===== src/rtl/root_pkg.sv =====
// root_pkg: shared definitions for the root-extraction dispatcher.
//   Q10.10 result widths, exponent/tag widths, dispatcher FSM state
//   encoding, the queued request record and a helper that lifts an
//   integer into Q10.10.
package root_pkg;
    localparam int INT_W  = 10;
    localparam int FRAC_W = 10;
    localparam int RES_W  = INT_W + FRAC_W;
    localparam int EXP_W  = 3;
    localparam int TAG_W  = 4;

    typedef enum logic [1:0] {S_IDLE, S_ISSUE, S_WAIT, S_HOLD} state_e;

    typedef struct packed {
        logic [INT_W-1:0] base;
        logic [EXP_W-1:0] exp;
        logic [TAG_W-1:0] tag;
    } req_t;

    function automatic logic [RES_W-1:0] to_q(input logic [INT_W-1:0] b);
        return {b, {FRAC_W{1'b0}}};
    endfunction
endpackage


===== src/rtl/root_req_fifo.sv =====
// root_req_fifo: synchronous request FIFO for the root dispatcher.
//   clk, rst_n  : rising-edge clock, synchronous active-low reset
//   push_i      : write wdata_i (ignored when full)
//   pop_i       : advance head (ignored when empty)
//   wdata_i     : request record to enqueue
//   rdata_o     : head-of-queue record
//   count_o     : occupancy, clog2(DEPTH)+1 bits
//   full_o      : count_o == DEPTH
//   empty_o     : count_o == 0
module root_req_fifo
    import root_pkg::*;
#(
    parameter int DEPTH = 4
) (
    input  logic                   clk,
    input  logic                   rst_n,
    input  logic                   push_i,
    input  logic                   pop_i,
    input  req_t                   wdata_i,
    output req_t                   rdata_o,
    output logic [$clog2(DEPTH):0] count_o,
    output logic                   full_o,
    output logic                   empty_o
);
    localparam int AW = $clog2(DEPTH);

    req_t            mem_q [DEPTH];
    logic [AW-1:0]   wr_q, rd_q;
    logic [AW:0]     cnt_q;
    logic            do_push, do_pop;

    assign full_o  = cnt_q == (AW+1)'(DEPTH);
    assign empty_o = cnt_q == '0;
    assign count_o = cnt_q;
    assign rdata_o = mem_q[rd_q];
    assign do_push = push_i && !full_o;
    assign do_pop  = pop_i && !empty_o;

    // Pointers are AW bits wide, so they wrap modulo DEPTH on their own.
    always_ff @(posedge clk) begin
        if (!rst_n) begin
            wr_q  <= '0;
            rd_q  <= '0;
            cnt_q <= '0;
        end else begin
            wr_q  <= wr_q + AW'(do_push);
            rd_q  <= rd_q + AW'(do_pop);
            cnt_q <= cnt_q + (AW+1)'(do_push) - (AW+1)'(do_pop);
        end
    end

    always_ff @(posedge clk) begin
        if (do_push) mem_q[wr_q] <= wdata_i;
    end
endmodule


===== src/rtl/root_dispatch.sv =====
// root_dispatch: queues root requests and feeds them one at a time to an
// external root engine, returning tagged Q10.10 results in request order.
//   clk, rst_n                      : rising-edge clock, sync active-low reset
//   req_valid/req_ready             : request handshake
//   req_base/req_exp/req_tag        : radicand, root order, caller ID
//   eng_in_valid                    : one-cycle engine start pulse
//   eng_data_1/eng_data_2           : engine operands (base, exp), held per job
//   eng_out_valid/eng_out_data      : engine completion and Q10.10 result
//   res_valid/res_ready             : result handshake
//   res_data/res_tag                : Q10.10 result and its caller ID
// Build option: ROOT_DISPATCH_BYPASS_EN -- jobs with exp==1 are answered
// directly as {base,0} without starting the engine.
module root_dispatch
    import root_pkg::*;
#(
    parameter int DEPTH = 4
) (
    input  logic             clk,
    input  logic             rst_n,
    input  logic             req_valid,
    output logic             req_ready,
    input  logic [INT_W-1:0] req_base,
    input  logic [EXP_W-1:0] req_exp,
    input  logic [TAG_W-1:0] req_tag,
    output logic             eng_in_valid,
    output logic [INT_W-1:0] eng_data_1,
    output logic [EXP_W-1:0] eng_data_2,
    input  logic             eng_out_valid,
    input  logic [RES_W-1:0] eng_out_data,
    output logic             res_valid,
    input  logic             res_ready,
    output logic [RES_W-1:0] res_data,
    output logic [TAG_W-1:0] res_tag
);
    localparam int CW = $clog2(DEPTH) + 1;

    state_e           state_q, state_d;
    req_t             job_q, job_d, head, req_in;
    logic             res_valid_q, res_valid_d;
    logic [RES_W-1:0] res_data_q, res_data_d;
    logic [TAG_W-1:0] res_tag_q, res_tag_d;
    logic [CW-1:0]    fifo_cnt;
    logic             fifo_full, fifo_empty, push, pop;

    // Readiness comes from the registered count only, so a pop in the same
    // cycle never opens room for a push into a full queue.
    assign req_ready = fifo_cnt < CW'(DEPTH);
    assign push      = req_valid && !fifo_full;
    assign req_in    = {req_base, req_exp, req_tag};

    root_req_fifo #(.DEPTH(DEPTH)) u_fifo (
        .clk     (clk),
        .rst_n   (rst_n),
        .push_i  (push),
        .pop_i   (pop),
        .wdata_i (req_in),
        .rdata_o (head),
        .count_o (fifo_cnt),
        .full_o  (fifo_full),
        .empty_o (fifo_empty)
    );

    assign eng_in_valid = state_q == S_ISSUE;
    assign eng_data_1   = job_q.base;
    assign eng_data_2   = job_q.exp;
    assign res_valid    = res_valid_q;
    assign res_data     = res_data_q;
    assign res_tag      = res_tag_q;

    // A job is only popped while the result slot is empty, so the slot can
    // never be overwritten while it still holds an unconsumed result.
    always_comb begin
        state_d     = state_q;
        job_d       = job_q;
        res_valid_d = res_valid_q;
        res_data_d  = res_data_q;
        res_tag_d   = res_tag_q;
        pop         = 1'b0;
        if (res_valid_q && res_ready) res_valid_d = 1'b0;
        case (state_q)
            S_IDLE: begin
                if (!fifo_empty && !res_valid_q) begin
                    pop     = 1'b1;
                    job_d   = head;
                    state_d = S_ISSUE;
`ifdef ROOT_DISPATCH_BYPASS_EN
                    if (head.exp == EXP_W'(1)) begin
                        res_valid_d = 1'b1;
                        res_data_d  = to_q(head.base);
                        res_tag_d   = head.tag;
                        state_d     = S_HOLD;
                    end
`endif
                end
            end
            S_ISSUE: state_d = S_WAIT;
            S_WAIT: begin
                if (eng_out_valid) begin
                    res_valid_d = 1'b1;
                    res_data_d  = eng_out_data;
                    res_tag_d   = job_q.tag;
                    state_d     = S_HOLD;
                end
            end
            S_HOLD:  state_d = S_IDLE;
            default: state_d = S_IDLE;
        endcase
    end

    always_ff @(posedge clk) begin
        if (!rst_n) begin
            state_q     <= S_IDLE;
            job_q       <= '0;
            res_valid_q <= 1'b0;
            res_data_q  <= '0;
            res_tag_q   <= '0;
        end else begin
            state_q     <= state_d;
            job_q       <= job_d;
            res_valid_q <= res_valid_d;
            res_data_q  <= res_data_d;
            res_tag_q   <= res_tag_d;
        end
    end
endmodule


===== config.mk =====
export PLATFORM = sky130hd
export DESIGN_NAME = root_dispatch
export DESIGN_NICKNAME = d
export VERILOG_FILES = /design/src/rtl/root_pkg.sv /design/src/rtl/root_req_fifo.sv /design/src/rtl/root_dispatch.sv
export SDC_FILE = /design/constraint.sdc
export NUM_CORES = 1
export LEC_CHECK = 0
export ABC_AREA = 1
export CAP_MARGIN = 20
export CORE_MARGIN = 2
export CORE_UTILIZATION = 30
export CTS_CLUSTER_DIAMETER = 60
export DETAILED_ROUTE_END_ITERATION = 10
export PLACE_DENSITY = 0.52
export SLEW_MARGIN = 20
export SYNTH_ARGS = -nofsm -noshare
export SYNTH_HDL_FRONTEND = slang
export SYNTH_HIERARCHICAL = 1
export SYNTH_SLANG_ARGS = --single-unit

===== constraint.sdc =====
create_clock -name clk -period 6.8 [get_ports clk]
set_input_delay 1.36 -clock clk [delete_from_list [all_inputs] [get_ports clk]]
set_output_delay 1.36 -clock clk [all_outputs]
set_load 0.02 [all_outputs]

Yosys cells after proc, flatten, opt, wreduce, memory -nomap -nowiden
Memories as Yosys holds them, arrays and structs flattened. A register that Yosys moved wholly into a read port is not among the register bits.
Index checks and enable logic that the tools add are counted.
{"block": "word_totals", "register_bits": 34, "ram_bits": 68, "inputBits": 42, "output_inout_bits": 40, "elab_cells": 43, "memories": 1}
{"memory": "u_fifo.mem_q", "depth": 4, "word_bits": 17, "rd": 1, "rd_clocked_by_memory_dff": 1, "wr": 1, "line_no": "root_req_fifo.sv:27", "rtl": "req_t mem_q [DEPTH];"}
{"block": "classes", "n_addsub": 4, "n_lt_le_gt_ge": 1, "eq_ne": 6, "muxes": 10, "reduce_logical": 14}
{"operator": "case mux 2 bit (4 select lines)", "count": 1}
{"operator": "two-way mux 1 bit", "count": 7}
{"operator": "AND reduction 2 bit", "count": 3}
{"operator": "logical AND 1 bit", "count": 5}
{"operator": "adder 2 x 1 -> 2 bit", "count": 2}
{"operator": "equality test 2 bit, second input constant", "count": 2}
{"operator": "logical NOT 1 bit", "count": 4}
{"operator": "two-way mux 2 bit", "count": 2}
{"operator": "!= test 2 bit, second input constant", "count": 2}
{"operator": "adder 3 x 1 -> 3 bit", "count": 1}
{"operator": "equality test 3 bit, second input constant", "count": 1}
{"operator": "logical NOT 3 bit", "count": 1}
{"operator": "< comparator 3 bit, second input constant", "count": 1}
{"operator": "subtractor 3 x 1 -> 3 bit", "count": 1}
{"operator": "equality test 2 x 1 -> 1 bit, second input constant", "count": 1}
{"operator": "logical NOT 2 bit", "count": 1}

Longest topological paths before layout
{"block": "depth", "word_depth": 7, "mapped_depth": 15, "depth_no_buf": 14}

Cells and area by module
The synthesis kept the hierarchy.
{"module": "root_req_fifo", "instances": 1, "cells_per_inst": 217, "area_each_um2": 2960.3, "seq_area_each_um2": 2182.1}
{"module": "root_dispatch", "instances": 1, "cells_per_inst": 217, "area_each_um2": 1710.4, "seq_area_each_um2": 880.8}

Least setup slack after synthesis
OpenSTA, ideal clock, no wires.
{"block": "synth_timing", "path_kind": "input port to flip-flop", "from": "input req_valid", "to": "memory u_fifo/mem_q[0][0] (netlist name) (enable)", "setup_time_ns": 0.413, "arrival_time_ns": 2.854, "t_required_ns": 6.387, "slack_ns": 3.533, "cell_stages": 4, "n_path_buf": 0, "path_cell_list": "inv_1 > nor2_1 > o21ai_4 > nor3_1"}
{"block": "synth_via", "elab_chain_cells": 4}
{"element": "start: declaration", "line_no": "root_dispatch.sv:20", "rtl": "input logic req_valid,"}
{"element": "logical AND 1 bit", "line_no": "root_dispatch.sv:48", "rtl": "assign push = req_valid && !fifo_full;"}
{"element": "via push", "line_no": "root_dispatch.sv:43", "rtl": "logic fifo_full, fifo_empty, push, pop;"}
{"element": "logical AND 1 bit", "line_no": "root_req_fifo.sv:36", "rtl": "assign do_push = push_i && !full_o;"}
{"element": "two-way mux 1 bit", "line_no": "root_req_fifo.sv:53", "rtl": "if (do_push) mem_q[wr_q] <= wdata_i;"}
{"element": "two-way mux 1 bit (implied by the code)", "line_no": "root_req_fifo.sv:53"}
{"element": "end: declaration", "line_no": "root_req_fifo.sv:27"}
The timed path passes the listed nets, and every way through them passes these cells.

Worst setup path in the final report
{"block": "layout_timing", "from": "register state_q[1]", "to": "output eng_in_valid"}
{"block": "layout_via", "elab_chain_cells": 1}
{"element": "start: declaration", "line_no": "root_dispatch.sv:37", "rtl": "state_e state_q, state_d;"}
{"element": "start signal: assignment", "line_no": "root_dispatch.sv:118", "rtl": "state_q <= state_d;"}
{"element": "equality test 2 x 1 -> 1 bit", "line_no": "root_dispatch.sv:63", "rtl": "assign eng_in_valid = state_q == S_ISSUE;"}
{"element": "end: declaration", "line_no": "root_dispatch.sv:25", "rtl": "output logic eng_in_valid,"}
Every way passes these cells.

==> results.json <==
{
  "outcome": "completed",
  "holdBufCountCts": 0,
  "io_buffers": 81,
  "ys_top_cells_by_area": "edfxtp_1 (44%), dfxtp_1 (22%), nor2_1 (9.7%)",
  "initial_core_util_pct": 30.72,
  "drive_gt1_share_pct": 11.35,
  "place_congestion": 0.7308,
  "async_flop_share_pct": 0,
  "switching_share_pct": 32.73,
  "slew_violations": 0,
  "period_needed_ps": 2908,
  "path_class": "flip-flop to output port",
  "synth.net_count": 482,
  "r2r-start": "u_fifo/count_o[0]",
  "r2r_cells": 14,
  "antenna_found_initial": 0,
  "min_path_cells": 2,
  "core_area_um2": 15200,
  "tightest_slew_ps": 817.4,
  "finalHoldViolCount": 0,
  "drc": 0,
  "relSlewSlack_pct": 45.43,
  "synth_cell_types": 31,
  "p_seq_share_pct": 37.2,
  "r2r_end": "u_fifo/count_o[2]",
  "dp.cells": 676,
  "synth_top_area_share_pct": 43.72,
  "grt_max_degree": 52,
  "viasPerCell": 4.531,
  "cts_setup_buffers": 0,
  "clock-sinks": 119,
  "critPathArrivalTime_ps": 1550,
  "tritoncts": "built",
  "cts_inserted_buffers": 17,
  "cap_viol_max_count": 0,
  "track_usage_pct": 12.66,
  "clk_latency_ps": 410,
  "syn_area_um2": 4671,
  "synth_cells": 434,
  "synth_seq_area_share_pct": 65.58,
  "powerDensity_nw_per_um2": 432.0,
  "grt_setup_unrepaired": "false",
  "finalNetCount": 555,
  "die_x_um": 128.8,
  "cts_root_buf": "clkbuf_16",
  "yosysTopAreaCell": "edfxtp_1",
  "fillers": 1505,
  "die_area_um2": 16580,
  "path_max_fanout": 3,
  "cp-start-kind": "flip-flop",
  "hold_class": "flip-flop to flip-flop",
  "cts.path.max_buffers": 2,
  "hp-start": "job_q[3]",
  "final_cell_count_no_fill": 708,
  "ant_nets": 0,
  "timing.setup.tns_ps": 0,
  "syn_avg_cell_area_um2": 10.76,
  "setup_viol": 0,
  "grt_pass1_vias": 3229,
  "n_antenna_cell": 0,
  "h-tree-depth": 4,
  "worstSetupEndpointType": "output port",
  "grt_first_pass_wirelength_um": 16110,
  "dr.pass1.iters": 4,
  "overflow": 0,
  "max_freq_ghz": 0.3439,
  "ys_ff_latch": 119,
  "die_h_um": 128.8,
  "leakage_uw": 0.002224,
  "ir_worst_vdd_uv": 230.6,
  "clk_pin_slew_worst_paths_ps": 50,
  "yosys_warnings": 6,
  "post-place-ws_ps": 3548,
  "drt-initial-drc-count": 183,
  "routed_wl_um": 9914,
  "min_to": "job_q[3]",
  "routed-via-count": 3208,
  "period_share_pct": 42.77,
  "synth_common_cells": "nor2_1 (121), edfxtp_1 (68), o21ai_0 (53), dfxtp_1 (51), o21ai_1 (25)",
  "area_growth_pct": 30.97,
  "dp_hpwl_um": 6223,
  "row_count": 45,
  "synth.most_common_cell": "nor2_1",
  "synthFlopType": "edfxtp_1",
  "fin_ws_ps": 3892,
  "switchingPower_uw": 864.9,
  "combPwrFrac_pct": 28.9,
  "pin_count": 82,
  "p_int_uw": 1778,
  "fin_skew_ps": 11.89,
  "wl_per_cell_um": 14.00,
  "cts_resized": 0,
  "required_ps": 5440,
  "clockPowerShare_pct": 33.9,
  "synth_edf_count": 68,
  "r2r_setup_slack_ps": 4380
}
[critical path: stages, from the launching register on]
cell             delay [ps]
dfxtp_1                 330
inv_1                    80
ha_1                    140
clkdlybuf4s50_1         590
[kinds of logic (layout without fill, tap and decap cells)]
| kind of cell | Yosys count | after routing | share of synthesized area, % |
|---|---|---|---|
| AOI/OAI and AO/OA | 101 | 101 | 11.57 |
| adders and majority gates | 6 | 6 | 1.768 |
| and+or+nand+nor | 153 | 153 | 13.34 |
| buffers and inverters | 55 | 141 | 7.741 |
| DFF | 119 | 119 | 65.58 |
[power by group through the flow]
stage	combinational [uW]	sequential [uW]	clock, uW
after floorplan	564	1010	0
after global placement	765	993	0
after detailed placement	772	999	0
after CTS	773	985	916
after global routing	865	1000	954
final	764	983	896
[per-stage QoR]
stage	hold WS [ps]	power (uW)	area [um2]	utilization, %
after detailed placement	471.6	1771	5515	36.28
after CTS	484.2	2674	6117	40.24
after global placement	462.7	1758	5515	36.28
after global routing	512.6	2821	6117	40.24
after floorplan	449.5	1578	4671	-
final	474.9	2643	6117	40.24
[state kept, by name (all words and copies together) (netlist names)]
name and count:
u_fifo/mem_q 68, res_data 20, eng_data_1 10, job_q 4, res_tag 4, eng_data_2 3
u_fifo/count_o 3, state_q 2, u_fifo/rd_q 2, u_fifo/wr_q 2, res_valid 1
[metal layers]
metal	track usage [%]	share of wire (%)	vias up	wire length (um)
met4	5.051	0.56	0	56
met2	20.04	46	81	4567
met3	3.950	4.5	6	450
met5	0	0	-	0
li1	-	-	1617	-
met1	16.21	49	1504	4840
[worst max-delay path by stage]
stage                     cells past startpoint       start                 end
after floorplan                               4   req_valid  u_fifo/mem_q[0][0]
after global placement                       11   req_valid   u_fifo/count_o[2]
after CTS                                     3  state_q[1]        eng_in_valid
after detailed placement                     11   req_valid   u_fifo/count_o[2]
after global routing                         11   req_valid   u_fifo/count_o[2]
final                                         3  state_q[1]        eng_in_valid
[placed cells by master, fill, tap and decap left out, drive strengths merged]
| master | count |
|---|---|
| o22ai | 17 |
| o21ai | 79 |
| ha | 5 |
| dfxtp | 51 |
| nand2 | 21 |
| buf | 6 |
| a21boi | 1 |
| clkbuf | 17 |
| nand3 | 3 |
| fa | 1 |
| edfxtp | 68 |
| inv | 25 |
| nor2 | 124 |
| clkinvlp | 3 |
| clkdlybuf4s50 | 81 |
| a21oi | 4 |
| nor3 | 4 |
| bufinv | 3 |
| nand4 | 1 |
| clkinv | 6 |
[cell type report]
class / count / area, um2 / share of cell area (%)
inverters: 22 / 95.09 / 1.555
repair buffers: 87 / 855.8 / 13.99
clock buffers: 17 / 425.4 / 6.954
well taps: 188 / 235.2 / 3.845
flip-flops and latches: 119 / 3063 / 50.07
multi-input cells: 260 / 1266 / 20.70
clock inverters: 15 / 176.4 / 2.884
Power figures use the tool's default switching activity.
